--- config.mk ---
export PLATFORM = sky130hd
export DESIGN_NAME = sprite_list_buffer_flat
export DESIGN_NICKNAME = d
export VERILOG_FILES = /design/src/rtl/sprite_pkg.sv /design/src/rtl/sprite_list_buffer_if.sv /design/src/rtl/sprite_bank.sv /design/src/rtl/sprite_list_buffer.sv /design/src/flat_wrapper.sv
export SDC_FILE = /design/constraint.sdc
export NUM_CORES = 1
export LEC_CHECK = 0
export CAP_MARGIN = 10
export CORE_ASPECT_RATIO = 1.5
export CORE_MARGIN = 1
export CORE_UTILIZATION = 60
export CTS_CLUSTER_DIAMETER = 30
export DETAILED_ROUTE_END_ITERATION = 6
export PLACE_DENSITY = 0.73
export SLEW_MARGIN = 20
export SYNTH_ARGS = -nofsm -noshare
export SYNTH_HDL_FRONTEND = slang
export SYNTH_SLANG_ARGS = --single-unit
export TNS_END_PERCENT = 100
--- constraint.sdc ---
create_clock -name pixel_clk_in -period 3.2 [get_ports pixel_clk_in]
set_input_delay 0.64 -clock pixel_clk_in [delete_from_list [all_inputs] [get_ports pixel_clk_in]]
set_output_delay 0.64 -clock pixel_clk_in [all_outputs]
set_load 0.05 [all_outputs]
--- src/rtl/sprite_pkg.sv ---
// Shared widths, sprite descriptor layout and fill-FSM states for the sprite list buffer.
package sprite_pkg;
   localparam int CANVAS_WIDTH  = 100;
   localparam int CANVAS_HEIGHT = 100;
   localparam int NUM_FRAMES    = 100;
   localparam int MAX_SPRITES   = 16;

   localparam int XW = $clog2(CANVAS_WIDTH);
   localparam int YW = $clog2(CANVAS_HEIGHT);
   localparam int FW = $clog2(NUM_FRAMES);
   localparam int IW = $clog2(MAX_SPRITES);
   localparam int CW = $clog2(MAX_SPRITES + 1);

   typedef struct packed {
      logic [XW-1:0] x;
      logic [YW-1:0] y;
      logic [FW-1:0] frame;
   } sprite_t;

   typedef enum logic {
      FILL    = 1'b0,
      PENDING = 1'b1
   } fill_state_t;
endpackage

--- src/rtl/sprite_list_buffer_if.sv ---
// Sprite stream, renderer read port and publish status between processor, buffer and renderer.
interface sprite_list_buffer_if;
   import sprite_pkg::*;

   logic          new_frame;
   logic          sprite_valid;
   logic [XW-1:0] x;
   logic [YW-1:0] y;
   logic [FW-1:0] frame;
   logic          render_busy;
   logic          rd_en;
   logic [IW-1:0] rd_idx;
   logic          rd_valid;
   logic [XW-1:0] rd_x;
   logic [YW-1:0] rd_y;
   logic [FW-1:0] rd_frame;
   logic [CW-1:0] sprite_count;
   logic          overflow;
   logic          swap_pulse;

   modport master (
      output new_frame, sprite_valid, x, y, frame, render_busy, rd_en, rd_idx,
      input  rd_valid, rd_x, rd_y, rd_frame, sprite_count, overflow, swap_pulse
   );

   modport slave (
      input  new_frame, sprite_valid, x, y, frame, render_busy, rd_en, rd_idx,
      output rd_valid, rd_x, rd_y, rd_frame, sprite_count, overflow, swap_pulse
   );
endinterface

--- src/rtl/sprite_bank.sv ---
// One bank of sprite descriptors: single write port, registered read port, no reset on storage.
module sprite_bank
   import sprite_pkg::*;
(
   input  logic          clk,
   input  logic          wr_en,
   input  logic [IW-1:0] wr_addr,
   input  sprite_t       wr_data,
   input  logic          rd_en,
   input  logic [IW-1:0] rd_addr,
   output sprite_t       rd_data
);
   sprite_t mem [MAX_SPRITES];

   always_ff @(posedge clk) begin
      if (wr_en) mem[wr_addr] <= wr_data;
      if (rd_en) rd_data <= mem[rd_addr];
   end
endmodule

--- src/rtl/sprite_list_buffer.sv ---
// Double-buffered per-frame sprite list: processor fills one bank while the renderer reads the other.
//
// state   | meaning
// FILL    | accepting sprites into wr_bank; new_frame swaps unless renderer is busy
// PENDING | swap requested while renderer busy; sprites dropped until busy clears
module sprite_list_buffer
   import sprite_pkg::*;
(
   input  logic               pixel_clk_in,
   input  logic               rst_in,
   sprite_list_buffer_if.slave bus
);
   fill_state_t   state;
   logic          wr_bank;
   logic          pub_bank;
   logic [CW-1:0] wr_ptr;
   logic [CW-1:0] sprite_count;
   logic          ovf_acc;
   logic          ovf_next;
   logic          overflow;
   logic          swap_pulse;
   logic          rd_valid_q;
   logic          rd_sel;

   logic          wr_en;
   logic          wr_tgt;
   logic [IW-1:0] wr_addr;
   sprite_t       wr_data;
   sprite_t       rd_data0;
   sprite_t       rd_data1;
   sprite_t       rd_data;
   logic          rd_hit;

   assign wr_data = {bus.x, bus.y, bus.frame};
   assign rd_hit  = bus.rd_en && ({1'b0, bus.rd_idx} < sprite_count);

   // A sprite coincident with a clean swap belongs to the new frame, so it lands in the other bank.
   always_comb begin
      wr_en   = 1'b0;
      wr_tgt  = wr_bank;
      wr_addr = wr_ptr[IW-1:0];
      if (state == FILL && bus.sprite_valid) begin
         if (bus.new_frame && !bus.render_busy) begin
            wr_en   = 1'b1;
            wr_tgt  = ~wr_bank;
            wr_addr = '0;
         end else if (!bus.new_frame && wr_ptr < CW'(MAX_SPRITES)) begin
            wr_en = 1'b1;
         end
      end
   end

   sprite_bank u_bank0 (
      .clk     (pixel_clk_in),
      .wr_en   (wr_en && !wr_tgt),
      .wr_addr (wr_addr),
      .wr_data (wr_data),
      .rd_en   (bus.rd_en),
      .rd_addr (bus.rd_idx),
      .rd_data (rd_data0)
   );

   sprite_bank u_bank1 (
      .clk     (pixel_clk_in),
      .wr_en   (wr_en && wr_tgt),
      .wr_addr (wr_addr),
      .wr_data (wr_data),
      .rd_en   (bus.rd_en),
      .rd_addr (bus.rd_idx),
      .rd_data (rd_data1)
   );

   always_ff @(posedge pixel_clk_in or negedge rst_in) begin
      if (!rst_in) begin
         state        <= FILL;
         wr_bank      <= 1'b0;
         pub_bank     <= 1'b0;
         wr_ptr       <= '0;
         sprite_count <= '0;
         ovf_acc      <= 1'b0;
         ovf_next     <= 1'b0;
         overflow     <= 1'b0;
         swap_pulse   <= 1'b0;
         rd_valid_q   <= 1'b0;
         rd_sel       <= 1'b0;
      end else begin
         swap_pulse <= 1'b0;
         rd_valid_q <= rd_hit;
         rd_sel     <= pub_bank;
         case (state)
            FILL: begin
               if (bus.new_frame && !bus.render_busy) begin
                  pub_bank     <= wr_bank;
                  wr_bank      <= ~wr_bank;
                  sprite_count <= wr_ptr;
                  overflow     <= ovf_acc;
                  swap_pulse   <= 1'b1;
                  ovf_acc      <= 1'b0;
                  wr_ptr       <= bus.sprite_valid ? CW'(1) : '0;
               end else if (bus.new_frame) begin
                  state <= PENDING;
                  if (bus.sprite_valid) ovf_next <= 1'b1;
               end else if (bus.sprite_valid) begin
                  if (wr_ptr < CW'(MAX_SPRITES)) wr_ptr <= wr_ptr + CW'(1);
                  else                           ovf_acc <= 1'b1;
               end
            end
            PENDING: begin
               if (!bus.render_busy) begin
                  pub_bank     <= wr_bank;
                  wr_bank      <= ~wr_bank;
                  sprite_count <= wr_ptr;
                  overflow     <= ovf_acc;
                  swap_pulse   <= 1'b1;
                  wr_ptr       <= '0;
                  ovf_acc      <= ovf_next | bus.sprite_valid;
                  ovf_next     <= 1'b0;
                  state        <= FILL;
               end else if (bus.sprite_valid) begin
                  ovf_next <= 1'b1;
               end
            end
            default: state <= FILL;
         endcase
      end
   end

   assign rd_data          = rd_sel ? rd_data1 : rd_data0;
   assign bus.rd_valid     = rd_valid_q;
   assign bus.rd_x         = rd_valid_q ? rd_data.x     : '0;
   assign bus.rd_y         = rd_valid_q ? rd_data.y     : '0;
   assign bus.rd_frame     = rd_valid_q ? rd_data.frame : '0;
   assign bus.sprite_count = sprite_count;
   assign bus.overflow     = overflow;
   assign bus.swap_pulse   = swap_pulse;
endmodule
--- src/flat_wrapper.sv ---
// flat-port wrapper written by rule: the top's interface ports become plain ports
module sprite_list_buffer_flat import sprite_pkg::*;
  (pixel_clk_in, rst_in, bus_new_frame, bus_sprite_valid, bus_x, bus_y, bus_frame, bus_render_busy, bus_rd_en, bus_rd_idx, bus_rd_valid, bus_rd_x, bus_rd_y, bus_rd_frame, bus_sprite_count, bus_overflow, bus_swap_pulse);
  sprite_list_buffer_if bus_i ();
  input  logic pixel_clk_in;
  input  logic rst_in;
  input wire logic [$bits(bus_i.new_frame)-1:0] bus_new_frame;
  input wire logic [$bits(bus_i.sprite_valid)-1:0] bus_sprite_valid;
  input wire logic [$bits(bus_i.x)-1:0] bus_x;
  input wire logic [$bits(bus_i.y)-1:0] bus_y;
  input wire logic [$bits(bus_i.frame)-1:0] bus_frame;
  input wire logic [$bits(bus_i.render_busy)-1:0] bus_render_busy;
  input wire logic [$bits(bus_i.rd_en)-1:0] bus_rd_en;
  input wire logic [$bits(bus_i.rd_idx)-1:0] bus_rd_idx;
  output wire logic [$bits(bus_i.rd_valid)-1:0] bus_rd_valid;
  output wire logic [$bits(bus_i.rd_x)-1:0] bus_rd_x;
  output wire logic [$bits(bus_i.rd_y)-1:0] bus_rd_y;
  output wire logic [$bits(bus_i.rd_frame)-1:0] bus_rd_frame;
  output wire logic [$bits(bus_i.sprite_count)-1:0] bus_sprite_count;
  output wire logic [$bits(bus_i.overflow)-1:0] bus_overflow;
  output wire logic [$bits(bus_i.swap_pulse)-1:0] bus_swap_pulse;
  assign bus_i.new_frame = bus_new_frame;
  assign bus_i.sprite_valid = bus_sprite_valid;
  assign bus_i.x = bus_x;
  assign bus_i.y = bus_y;
  assign bus_i.frame = bus_frame;
  assign bus_i.render_busy = bus_render_busy;
  assign bus_i.rd_en = bus_rd_en;
  assign bus_i.rd_idx = bus_rd_idx;
  assign bus_rd_valid = bus_i.rd_valid;
  assign bus_rd_x = bus_i.rd_x;
  assign bus_rd_y = bus_i.rd_y;
  assign bus_rd_frame = bus_i.rd_frame;
  assign bus_sprite_count = bus_i.sprite_count;
  assign bus_overflow = bus_i.overflow;
  assign bus_swap_pulse = bus_i.swap_pulse;
  sprite_list_buffer u_core (.pixel_clk_in(pixel_clk_in), .rst_in(rst_in), .bus(bus_i));
endmodule
Word level (Yosys, flattened, before mapping)
Memories as Yosys holds them, arrays and structs flattened. A register that Yosys moved wholly into a read port is not among the register bits.
Cells that the tools add are included.
Word-level totals
  word-level logic and storage cells: 91
  input bits: 31
  output and inout port bits: 29
  bits in writable memories: 672
  memories: 2
  flip-flop bits (word level): 19
Memories
  u_core.u_bank0.mem: depth 16, width 21, read ports 1, clocked after memory_dff 1, write ports 1, line sprite_bank.sv:13  | sprite_t mem [MAX_SPRITES];
  u_core.u_bank1.mem: depth 16, width 21, read ports 1, clocked after memory_dff 1, write ports 1, line sprite_bank.sv:13
Operators by class
  bitwise gates (word level): 3
  reduce and logical (&&, ||, !) cells: 13
  equality and inequality tests: 8
  $add $sub $neg: 1
  order comparisons: 2
  muxes and demuxes: 51
Operators by type and width (number)
  5-bit two-way mux: 7
  1-bit two-way mux: 29
  21-bit two-way mux: 1
  7-bit two-way mux: 3
  5-bit case mux with 2 select lines: 2
  1-bit case mux with 2 select lines: 7
  3-bit != test, second input constant: 4
  4-bit two-way mux: 2
  2-bit != test, second input constant: 4
  4-bit AND reduction: 2
  1-bit logical AND: 6
  5-bit by 1-bit adder with 5-bit output, second input constant: 1
  4-bit by 5-bit less-than comparator with 1-bit output: 1
  5-bit less-than comparator, second input constant: 1
  2-bit AND reduction: 2
  1-bit logical NOT: 3
  1-bit NOT: 2
  1-bit OR: 1

Longest topological paths before layout
  depth in word-level cells: 8
  mapped depth: 7
  mapped depth without buffers: 5

Modules after synthesis
A second synthesis with hierarchy kept.
Second synthesis, totals
  cell total of the unflattened synthesis: 1252
  area, all modules: 28327.2 um2
By module, submodules not included
  sprite_bank: sequential area each 10720.3 um2, instances 2, area each 13487.9 um2, cells an instance 557
  sprite_list_buffer: sequential area each 475.5 um2, instances 1, area each 1351.3 um2, cells an instance 138

Least setup slack after synthesis
OpenSTA, ideal clock, no wires.
  path kind: input -> register
  from: in bus_new_frame
  to: mem u_core.u_bank1.mem[4][0] (netlist bit) (enable)
  arrival time: 2914 ps
  path slack: -140 ps
  library setup time: 425 ps
  cell stages on the path: 5
  path buffers: 1
  data required time: 2775 ps
  cell sequence: buf_2 -> nor2b_1 -> and2_1 -> nor2_1 -> nor3_1
Between the ends
  word-level cells in the longest chain between the ends: 8
  elaborated cells on any way between the ends: 13
  those cells by class: mux: 9; reduce/logical: 4
RTL lines
  start: declaration: line flat_wrapper.sv:7  | input wire logic [$bits(bus_i.new_frame)-1:0] bus_new_frame;
  1-bit logical NOT: line sprite_list_buffer.sv:47  | end else if (!bus.new_frame && wr_ptr < CW'(MAX_SPRITES)) begin
  1-bit logical AND: line sprite_list_buffer.sv:47
  1-bit two-way mux: line sprite_list_buffer.sv:47
  1-bit two-way mux: line sprite_list_buffer.sv:43  | if (bus.new_frame && !bus.render_busy) begin
  1-bit two-way mux: line sprite_list_buffer.sv:42  | if (state == FILL && bus.sprite_valid) begin
  1-bit logical AND: line sprite_list_buffer.sv:65  | .wr_en (wr_en && wr_tgt),
  1-bit two-way mux: line sprite_bank.sv:16  | if (wr_en) mem[wr_addr] <= wr_data;
  1-bit two-way mux (not written as such): line sprite_bank.sv:16
  end: declaration: line sprite_bank.sv:13
Parallel ways exist; a longest one is shown, timed or not.

Worst setup path after layout
  from: reg u_core.rd_sel
  to: out bus_rd_x[3]
Between the ends
  word-level cells in the longest chain between the ends: 2
RTL lines
  start: declaration: line sprite_list_buffer.sv:23  | logic rd_sel;
  start signal: assignment: line sprite_list_buffer.sv:89  | rd_sel <= pub_bank;
  21-bit two-way mux: line sprite_list_buffer.sv:128  | assign rd_data = rd_sel ? rd_data1 : rd_data0;
  7-bit two-way mux: line sprite_list_buffer.sv:130  | assign bus.rd_x = rd_valid_q ? rd_data.x : '0;
  end: declaration: line flat_wrapper.sv:16  | output wire logic [$bits(bus_i.rd_x)-1:0] bus_rd_x;
Every way passes these cells.

==> flow_metrics.tcl <==
set metrics [dict create \
    power_mw 23.4 \
    cts_buffers 94 \
    design_area_sq_um 33400 \
    worst-endpoint-arrival_ns 2.24 \
    post_cts_buffers 0 \
    rows 96 \
    numClockSinks 733 \
    synth-xor-area-share_pct 0.0314 \
    utilization_pct 73.0 \
    reg2reg_from "u_core.state$_DFF_PN0_" \
    synth.area.mux_share_pct 14.5 \
    io_buffers 59 \
    synth_edf_count 714 \
    routed_wl_um 63200 \
    die_area_sq_um 47400 \
    cts.htree.levels 3 \
    crit_path_cell_trace "buf_4 -> mux2i_1 -> nor2b_1 -> buf_4" \
    timing.final.crit_share_pct 89.9 \
    hold_viol_final 0 \
    synth_top_family_by_area "multiplexers" \
    critPathCapture "bus_rd_x[3]" \
    cpMostUsedCell "buf_4" \
    r2r_end "u_core.u_bank1.mem[8][12]$_DFFE_PP_" \
    antenna_found_initial 0 \
    tightest_slew_ns 1.14 \
    ff2ff_path_depth 5 \
    core_sq_um 45800 \
    syn_nets 1297 \
    ant_nets 0 \
    synth_ff_type "edfxtp_1" \
    start_util_pct 61.0 \
    clk_pin_slew_worst_paths_ns 0.06 \
    grt_pass1_vias 14600 \
    grt_pass1_wl_um 93200 \
    layout-drive-gt1-share_pct 32.7 \
    slew_viol_final 0 \
    crit_path_start "u_core.rd_sel$_DFF_PN0_" \
    relSlewSlack_pct 23.7 \
    routed_via_density 6.49 \
    syn_avg_cell_area_sq_um 22.1 \
    first_pass_iters 5 \
    die-width_um 178 \
    cpMaxStageDelayCell "mux2i_1" \
    drtIter0Drc 1356 \
    drc 0 \
    maxCapViolations 0 \
    worst_setup_path_end_kind "output pin" \
    hpwl_um 35400 \
    final_cell_mix "edfxtp_1, mux4_2, clkbuf_16" \
    routed-via-count 13700 \
    cts_resized 0 \
    clock.fmax_ghz 0.348 \
    syn-cell-area_sq_um 27900 \
    finalHoldWorstSlack_ns 0.376 \
    clock_latency_ns 0.62 \
    synth-adder-area-share_pct 0.179 \
    synth_compound_area_share_pct 2.74 \
    fin_nets 1479 \
    clock_skew_ns 0.0249 \
    powerDensity_nw_per_um2 702 \
    ctsHoldBuffers 0 \
    drt-wirelength-per-cell_um 29.9 \
    synthSimpleGateAreaFrac_pct 2.56 \
    overflow 0 \
    synth_cells 1262 \
    grt_use_total_pct 27.9 \
    layout_commonest_cell "edfxtp_1" \
    fp.dieH_um 266 \
    rsz0062_at_grt "false" \
    min_period_ns 2.88 \
    cts_buffer_depth 3 \
    cts_root_buf "clkbuf_16" \
    cts_tree "done" \
    grt_max_degree 58 \
    synth_seq_cells 733 \
    hold_class "reg -> reg" \
    required_ns 2.56 \
    critPathMaxFanout 21 \
    synthArstFlopShare_pct 2.59 \
    outcome "completed" \
    setup_viol 0 \
    ys_seq_area_share_pct 78.5 \
    cp_slowest_stage_delay_ns 0.53 \
    regToRegSetupSlack_ns 0.78 \
    yosysUniqueCellTypes 35 \
    dpl_cell_area_sq_um 30000 \
    crit_type "reg -> out" \
    ys_warn_count 0 \
    place_congestion 0.824 \
    ios 60 \
    peakVddDrop_mv 0.535 \
    cp-start-kind "flip-flop" \
    syn2layout_area_growth_pct 19.7 \
    p_leak_nw 11.0 \
]
-- layout make-up --
cell class / count / area [sq um]
multi-input cells: 452 / 5700
diodes: 1 / 2.50
clock inverters: 78 / 962
clock buffers: 98 / 2410
well taps: 588 / 736
flip-flops and latches: 733 / 21900
repair buffers: 157 / 1640
fillers: 2458 / 12400
inverters: 6 / 22.5
-- cell usage after synthesis (5+ instances only) --
master | n | area, sq um
nor2b_1 | 26 | 163
mux4_2 | 168 | 3780
edfxtp_1 | 714 | 21400
inv_1 | 6 | 22.5
nand2_1 | 51 | 191
o21ai_1 | 9 | 45.0
dfrtp_1 | 19 | 475
a22oi_1 | 84 | 631
nor3_1 | 12 | 60.1
mux2i_1 | 21 | 210
a21oi_1 | 5 | 25.0
clkbuf_1 | 38 | 143
buf_2 | 18 | 90.1
buf_6 | 12 | 135
nor2_1 | 37 | 139
-- worst min-delay path by stage --
stage | start | to | slack (ns) | cells past startpoint
after floorplan | rst_in | u_core.bus.overflow$_DFFE_PN0P_ | 0.34 | 0
after global placement | u_core.pub_bank$_DFFE_PN0P_ | u_core.rd_sel$_DFF_PN0_ | 0.35 | 0
after detailed placement | u_core.pub_bank$_DFFE_PN0P_ | u_core.rd_sel$_DFF_PN0_ | 0.37 | 0
after CTS | u_core.pub_bank$_DFFE_PN0P_ | u_core.rd_sel$_DFF_PN0_ | 0.38 | 0
after global routing | u_core.pub_bank$_DFFE_PN0P_ | u_core.rd_sel$_DFF_PN0_ | 0.39 | 0
final | u_core.pub_bank$_DFFE_PN0P_ | u_core.rd_sel$_DFF_PN0_ | 0.38 | 0
-- kinds of logic (layout without fill, tap and decap cells) --
group           Yosys count  count (layout)
buf+inv                  77             339
flops                   733             733
fa+ha+maj                 4               4
simple gates            147             147
mux                     193             193
compound gates          107             107
other cells               0               1
xor+xnor                  1               1
-- report_power, final --
group,leakage [nW],total (mW),switching [mW],internal [mW]
combinational,2.67,1.60,1.00,0.600
sequential,6.70,10.9,0.132,10.8
clock,1.62,11.0,4.37,6.59
-- layer usage --
layer  up-vias  global-route usage, %  routed length [um]
met5         -                      0                   0
met4         0                   11.2                2200
met2       756                   47.1               33000
li1       5680                      -                   -
met1      7133                   35.4               22900
met3       145                   5.78                5200
-- through the flow --
| stage | cells | setup TNS, ns | worst slack, ns |
|---|---|---|---|
| floorplan | 1262 | -6.61 | -0.105 |
| global placement | 1936 | 0 | 0.251 |
| detailed placement | 1936 | 0 | 0.115 |
| CTS | 2112 | 0 | 0.275 |
| global route | 2112 | 0 | 0.244 |
| finish | 2113 | 0 | 0.323 |
-- sequential cells by signal, indices dropped and copies added, names as in the netlist --
register and flops:
u_core.pub_bank 1, u_core.u_bank1.mem 336, u_core.wr_bank 1, u_core.bus.swap_pulse 1, u_core.wr_ptr 5, u_core.u_bank0.mem 336, u_core.bus.overflow 1, u_core.state 1
u_core.ovf_acc 1, u_core.rd_sel 1, u_core.u_bank0.rd_data 21, u_core.ovf_next 1, u_core.bus.rd_valid 1, u_core.u_bank1.rd_data 21, u_core.bus.sprite_count 5
-- critical path: cells and delay by family, from the launching register on --
kind / cells / cell delay (ns)
mux: 1 / 0.53
buf+inv: 2 / 0.62
flops: 1 / 0.33
simple gates: 1 / 0.12
(Power assumes the default switching activity.)
